===== config.mk =====
export PLATFORM = sky130hd
export DESIGN_NAME = serial_add_ctrl
export DESIGN_NICKNAME = d
export VERILOG_FILES = /design/src/rtl/serial_add_pkg.sv /design/src/rtl/serial_fa_slice.sv /design/src/rtl/serial_add_ctrl.sv
export SDC_FILE = /design/constraint.sdc
export NUM_CORES = 1
export LEC_CHECK = 0
export ABC_AREA = 1
export CAP_MARGIN = 10
export CORE_UTILIZATION = 45
export CTS_CLUSTER_DIAMETER = 200
export DETAILED_ROUTE_END_ITERATION = 16
export PLACE_DENSITY = 0.69
export SLEW_MARGIN = 20
export SYNTH_ARGS = -nofsm -noshare
export SYNTH_HDL_FRONTEND = slang
export SYNTH_HIERARCHICAL = 1
export SYNTH_SLANG_ARGS = --single-unit

===== constraint.sdc =====
create_clock -name clk -period 3.6 [get_ports clk]
set_clock_uncertainty 0.15 [all_clocks]
set_input_delay 1.08 -clock clk [delete_from_list [all_inputs] [get_ports clk]]
set_output_delay 1.08 -clock clk [all_outputs]
set_load 0.05 [all_outputs]

===== src/rtl/serial_add_pkg.sv =====
// Shared constants for the bit-serial adder: state encoding and default operand width.
package serial_add_pkg;

  localparam int DEFAULT_WIDTH = 8;

  localparam logic [1:0] S_IDLE  = 2'd0;
  localparam logic [1:0] S_SHIFT = 2'd1;
  localparam logic [1:0] S_DONE  = 2'd2;

endpackage


===== src/rtl/serial_fa_slice.sv =====
// One-bit full-adder slice that the serial controller reuses every clock.
// It is built from two half-adder cells with the carries ORed together.
module serial_fa_slice (
  input  logic x,
  input  logic y,
  input  logic c,
  output logic s,
  output logic co
);

  logic [1:0] ha_a;
  logic [1:0] ha_b;
  logic [1:0] ha_s;
  logic [1:0] ha_c;

  // Stage 0 adds the operand bits. Stage 1 folds in the incoming carry.
  assign ha_a[0] = x;
  assign ha_b[0] = y;
  assign ha_a[1] = ha_s[0];
  assign ha_b[1] = c;

  generate
    for (genvar gi = 0; gi < 2; gi++) begin : g_ha
      assign ha_s[gi] = ha_a[gi] ^ ha_b[gi];
      assign ha_c[gi] = ha_a[gi] & ha_b[gi];
    end
  endgenerate

  assign s  = ha_s[1];
  assign co = ha_c[0] | ha_c[1];

endmodule


===== src/rtl/serial_add_ctrl.sv =====
// Bit-serial adder controller. It adds one bit per clock, LSB first, through a single
// full-adder slice, and it uses a start/busy/done handshake.
module serial_add_ctrl
  import serial_add_pkg::*;
#(
  parameter int WIDTH = DEFAULT_WIDTH
) (
  input  logic             clk,
  input  logic             rst,
  input  logic             start,
  input  logic [WIDTH-1:0] a,
  input  logic [WIDTH-1:0] b,
  input  logic             cin,
  output logic             busy,
  output logic             done,
  output logic [WIDTH-1:0] sum,
  output logic             cout
);

  localparam int CW = $clog2(WIDTH);
  localparam logic [CW-1:0] LAST_BIT = CW'(WIDTH - 1);

  logic [1:0]       state_reg;
  logic [WIDTH-1:0] opa_reg;
  logic [WIDTH-1:0] opb_reg;
  logic             carry_reg;
  logic [CW-1:0]    cnt_reg;
  // The lowest accumulator bit would be shifted out on the final step anyway,
  // so only the upper WIDTH-1 result bits are stored between steps.
  logic [WIDTH-2:0] acc_reg;
  logic [WIDTH-1:0] sum_reg;
  logic             cout_reg;

  logic             slice_s;
  logic             slice_co;
  logic [WIDTH-1:0] acc_next;

  serial_fa_slice u_slice (
    .x  (opa_reg[0]),
    .y  (opb_reg[0]),
    .c  (carry_reg),
    .s  (slice_s),
    .co (slice_co)
  );

  assign acc_next = {slice_s, acc_reg};

  always_ff @(posedge clk) begin
    if (rst) begin
      state_reg <= S_IDLE;
      opa_reg   <= '0;
      opb_reg   <= '0;
      carry_reg <= 1'b0;
      cnt_reg   <= '0;
      acc_reg   <= '0;
      sum_reg   <= '0;
      cout_reg  <= 1'b0;
    end else begin
      case (state_reg)
        S_IDLE: begin
          if (start) begin
            opa_reg   <= a;
            opb_reg   <= b;
            carry_reg <= cin;
            cnt_reg   <= '0;
            acc_reg   <= '0;
            state_reg <= S_SHIFT;
          end
        end
        S_SHIFT: begin
          carry_reg <= slice_co;
          acc_reg   <= acc_next[WIDTH-1:1];
          opa_reg   <= opa_reg >> 1;
          opb_reg   <= opb_reg >> 1;
          cnt_reg   <= cnt_reg + CW'(1);
          // The result registers are written only here, so the previous sum stays
          // readable while a new addition runs.
          if (cnt_reg == LAST_BIT) begin
            sum_reg   <= acc_next;
            cout_reg  <= slice_co;
            state_reg <= S_DONE;
          end
        end
        S_DONE: begin
          state_reg <= S_IDLE;
        end
        default: begin
          state_reg <= S_IDLE;
        end
      endcase
    end
  end

  assign busy = (state_reg == S_SHIFT);
  assign done = (state_reg == S_DONE);
  assign sum  = sum_reg;
  assign cout = cout_reg;

endmodule

Word level (Yosys, flattened, before mapping)
Index checks and enable logic that the tools add are counted.

Register bits: 38. Input bits: 20. Output and inout bits: 11. Logic and storage cells: 37.

Add/subtract/negate cells: 1. Eq/ne operators: 5. Multiplexer cells: 13. Bitwise logic cells: 5. Reduce and logical (&&, ||, !) cells: 5.

Operator list (number): 8-bit one-hot mux with 2 select lines (2); 8-bit two-way mux (2); 7-bit one-hot mux with 2 select lines (1); 7-bit two-way mux (1); 3-bit one-hot mux with 2 select lines (1); 2-bit AND reduction (3); 2-bit two-way mux (2); 2-bit one-hot mux with 2 select lines (1); 3-bit by 1-bit adder with 3-bit output (second input constant) (1); 3-bit == test (second input constant) (1); 3-bit two-way mux (1); 1-bit AND (2); 2-bit by 1-bit == test with 1-bit output (second input constant) (1); 2-bit == test (second input constant) (1); 2-bit zero test (1); 2-bit by 1-bit inequality test with 1-bit output (second input constant) (1); 2-bit inequality test (second input constant) (1); 1-bit one-hot mux with 2 select lines (1); 2-bit nonzero test (1); 1-bit bitwise XOR (2); 1-bit two-way mux (1); 1-bit OR (1).

Depth between registers and ports, before layout
Depth after elaboration: 4. Mapped depth: 8. Mapped depth without buffers: 8.

Cells and area by module
Netlist, hierarchy kept.

Modules (own cells, without submodules): serial_add_ctrl (instances 1, cells an instance 236, area each 1831.8 µm², sequential area each 760.7 µm²); serial_fa_slice (instances 1, cells an instance 1, area each 20.0 µm², sequential area each 0.0 µm²).

Worst setup path after synthesis
OpenSTA, ideal clock, no wires.

Kind: register -> output. From: register state_reg[0]. To: output port done. Arrival: 1.271 ns. Data required time: 2.370 ns. Slack: 1.099 ns. Stages on the path, launching flop included: 4. Path buffers: 2. Path through: dfxtp_1 > buf_4 > buf_2 > nor2_1.

Word-level cells in the longest chain between the ends: 1.

RTL lines: start: declaration (RTL line serial_add_ctrl.sv:23) `logic [1:0] state_reg;`; start signal: assignment (RTL line serial_add_ctrl.sv:50) `state_reg <= S_IDLE;`; start signal: assignment (RTL line serial_add_ctrl.sv:67) `state_reg <= S_SHIFT;`; start signal: assignment (RTL line serial_add_ctrl.sv:81) `state_reg <= S_DONE;`; 2-bit == test (RTL line serial_add_ctrl.sv:95) `assign done = (state_reg == S_DONE);`; end: declaration (RTL line serial_add_ctrl.sv:15) `output logic done,`.

Every way passes these cells.

Final worst setup path
Same ends and word-level chain as after synthesis.

==> reports/summary.txt <==
max-cap violation count -> 0
drc violations -> 0
Layout fillers -> 378
sequential area share after synthesis -> 0.411
H-Tree Depth -> 2
startpoint types -> register
r2r setup slk -> 2010 ps
WL met2 -> 1590 µm
port buffer count -> 30
RR Startpoint -> state_reg[1]$_SDFFE_PP0P_
clk sink count -> 38
floorplan row count -> 22
TritonCTS buffer count -> 5
routed length per instance -> 12.1 µm
slowest stage delay, CP -> 800 ps
Tot GR Track Use -> 0.198
top layer in use -> met4
f_max -> 339 MHz
Final Cycle Share -> 0.819
post-CTS sizing -> 0
Setup crit end -> done
Chip Width -> 66.2 µm
Worst-Margin Slew -> 506 ps
P&R area growth vs syn -> 20.9%
RSZ-0062 raised after global routing -> no
clk buf depth -> 2
Critical Path Sink Type -> primary output
Boundary Pins -> 31
Area contributors post-synth -> dfxtp_1 41%, nand3_1 13%, nand2_1 8.7%
die area -> 4380 µm²
min Tclk post-route -> 2950 ps
syn_nets -> 260
Max FO, Critical Path -> 17
first-pass GRT wire length -> 6470 µm
share of the synthesized area in the top cell type -> 0.411
Syn. warnings -> 6
largest net degree at the start of global routing -> 42
antenna cells -> 0
Final Max Tran Viols -> 0
DR WL met3 -> 214 µm
Cells after Synth -> 237
met1 WL -> 1890 µm
DR pass1 iterations -> 4
CP bufs+invs -> 2
Final nets -> 284
Critical Path, Cell by Cell -> buf_4, nor2_1, clkdlybuf4s50_1
critical path's slowest cell -> clkdlybuf4s50_1
placed cell areas -> 2100 µm²
hold crit path type -> register to register
CP Data Arrival Time -> 1720 ps
reg2reg path depth -> 6
setup repair bufs after CTS -> 0
delay-heaviest family, CP -> buffers and inverters
vias in the first global route -> 1465
final instance area -> 2240 µm²
Netlist cell types -> 22
dpl hpwl -> 2430 µm
GRT Residual Overflow -> 0
Initial DRC Count -> 113
initial antenna violation count -> 0
drt total wl -> 3760 µm
CP required -> 2370 ps
Placer Congestion -> 0.748
Worst VDD drop -> 0.000235 V
slew margin rel. -> 0.662
reg-to-reg critical path endpoint -> opa_reg[5]$_SDFFE_PP0P_
Yosys top cell by area -> dfxtp_1
area of the core region -> 3800 µm²
flops & latches, synth -> 38
Synth Area per Inst -> 7.81 µm²
Critical Path Start -> state_reg[0]$_SDFFE_PP0P_
DRT antenna net count -> 0
layout cells sized above 1 -> 0.153
Post-Route Setup TNS -> 0 ps
initial cell density of the core -> 0.487
Cell Area, Synth -> 1850 µm²
Pwr Density -> 459 nW/µm²
clock root buffer -> clkbuf_8
LEAKAGE -> 0.000929 µW
clk slew on worst S/H paths -> 80 ps
Die Y -> 66.2 µm
Crit path depth -> 3
Hold Buf Count CTS -> 0
total number of vias -> 1540
Hold Vio Cnt, Final -> 0
DR vias/cell -> 4.97
status -> completed
CTS tree -> yes
setup violators final -> 0
critical path type -> register to primary output
Worst-Skew Late Latency -> 300 ps
==> through the flow <==
| step | setup WS (ps) | hold slack (ps) | power (µW) | utilization | cells |
|---|---|---|---|---|---|
| 2_1_floorplan | 1100 | 278 | 569 | - | 237 |
| 3_3_place_gp | 973 | 306 | 595 | 0.553 | 302 |
| 3_5_place_dp | 948 | 308 | 597 | 0.553 | 302 |
| 4_1_cts | 636 | 320 | 1030 | 0.589 | 310 |
| 5_1_grt | 581 | 337 | 1070 | 0.589 | 310 |
| 6_report | 653 | 315 | 1030 | 0.589 | 310 |
==> area by class of cell <==
type	instances	area [µm²]	share of cell area
Multi-Input combinational cell	151	841	0.376
Timing Repair Buffer	32	313	0.140
Clock buffer	5	68.8	0.0307
Inverter	33	126	0.0565
Sequential cell	38	761	0.340
Clock inverter	3	68.8	0.0307
Tap cell	48	60.1	0.0268
==> cells in the final DEF (no fill, tap or decap) <==
cell and count:
clkbuf_8 5, o21a_1 1, nor2_2 1, nand3_2 11, nand3_1 49, dfxtp_1 38, inv_4 1, inv_1 29
buf_4 3, inv_2 3, nor2_1 12, fa_1 1, a21oi_1 15, ha_1 2, clkinv_4 1, a21oi_2 10
o21ai_0 3, clkdlybuf4s50_1 29, bufinv_16 2, nand2_1 43, nand2_8 1, nand2_4 2
==> metal layers <==
layer,vias up,track usage
met5,-,0
met4,0,0.120
met3,6,0.0431
met2,47,0.290
met1,682,0.265
li1,805,-
==> how the worst min path moves through the flow <==
stage                                        from                      end  cells past startpoint
after floorplan           cnt_reg[0]$_SDFFE_PP0P_  cnt_reg[0]$_SDFFE_PP0P_                      1
after global placement    cnt_reg[0]$_SDFFE_PP0P_  cnt_reg[0]$_SDFFE_PP0P_                      1
after detailed placement  acc_reg[3]$_SDFFE_PP0P_      sum[3]$_SDFFE_PP0P_                      2
after CTS                 acc_reg[3]$_SDFFE_PP0P_      sum[3]$_SDFFE_PP0P_                      2
after global routing      acc_reg[4]$_SDFFE_PP0P_      sum[4]$_SDFFE_PP0P_                      2
final                     acc_reg[4]$_SDFFE_PP0P_      sum[4]$_SDFFE_PP0P_                      2
==> worst reg2reg max path, cell delays in order, from the launching register on <==
cell and delay (ps):
dfxtp_1 340, inv_4 190, nand2_4 260, nand2_4 280
nor2_1 70, nor2_1 130, nor2_1 50
==> cells in the mapped netlist, drive strengths merged <==
cell,number
fa,1
dfxtp,38
ha,2
buf,13
o21a,1
nand2,46
nor2,13
a21oi,25
inv,33
o21ai,3
clkbuf,2
nand3,60
==> logic make-up (layout without fill, tap and decap cells) <==
logic type,after synthesis,after routing,share of synthesized area
flip-flops,38,38,0.411
buffers and inverters,48,73,0.135
adder cells (fa/ha/maj),3,3,0.0243
AO/OA/AOI/OAI,29,29,0.100
AND/OR/NAND/NOR,119,119,0.330
==> power breakdown <==
| group | switching (µW) | leakage [µW] | internal (µW) |
|---|---|---|---|
| Sequential | 12.3 | 0.000310 | 439 |
| Clock | 163 | 0.0000683 | 278 |
| Combinational | 80.3 | 0.000551 | 56.3 |
No activity file was read; power rests on OpenSTA's default activity.
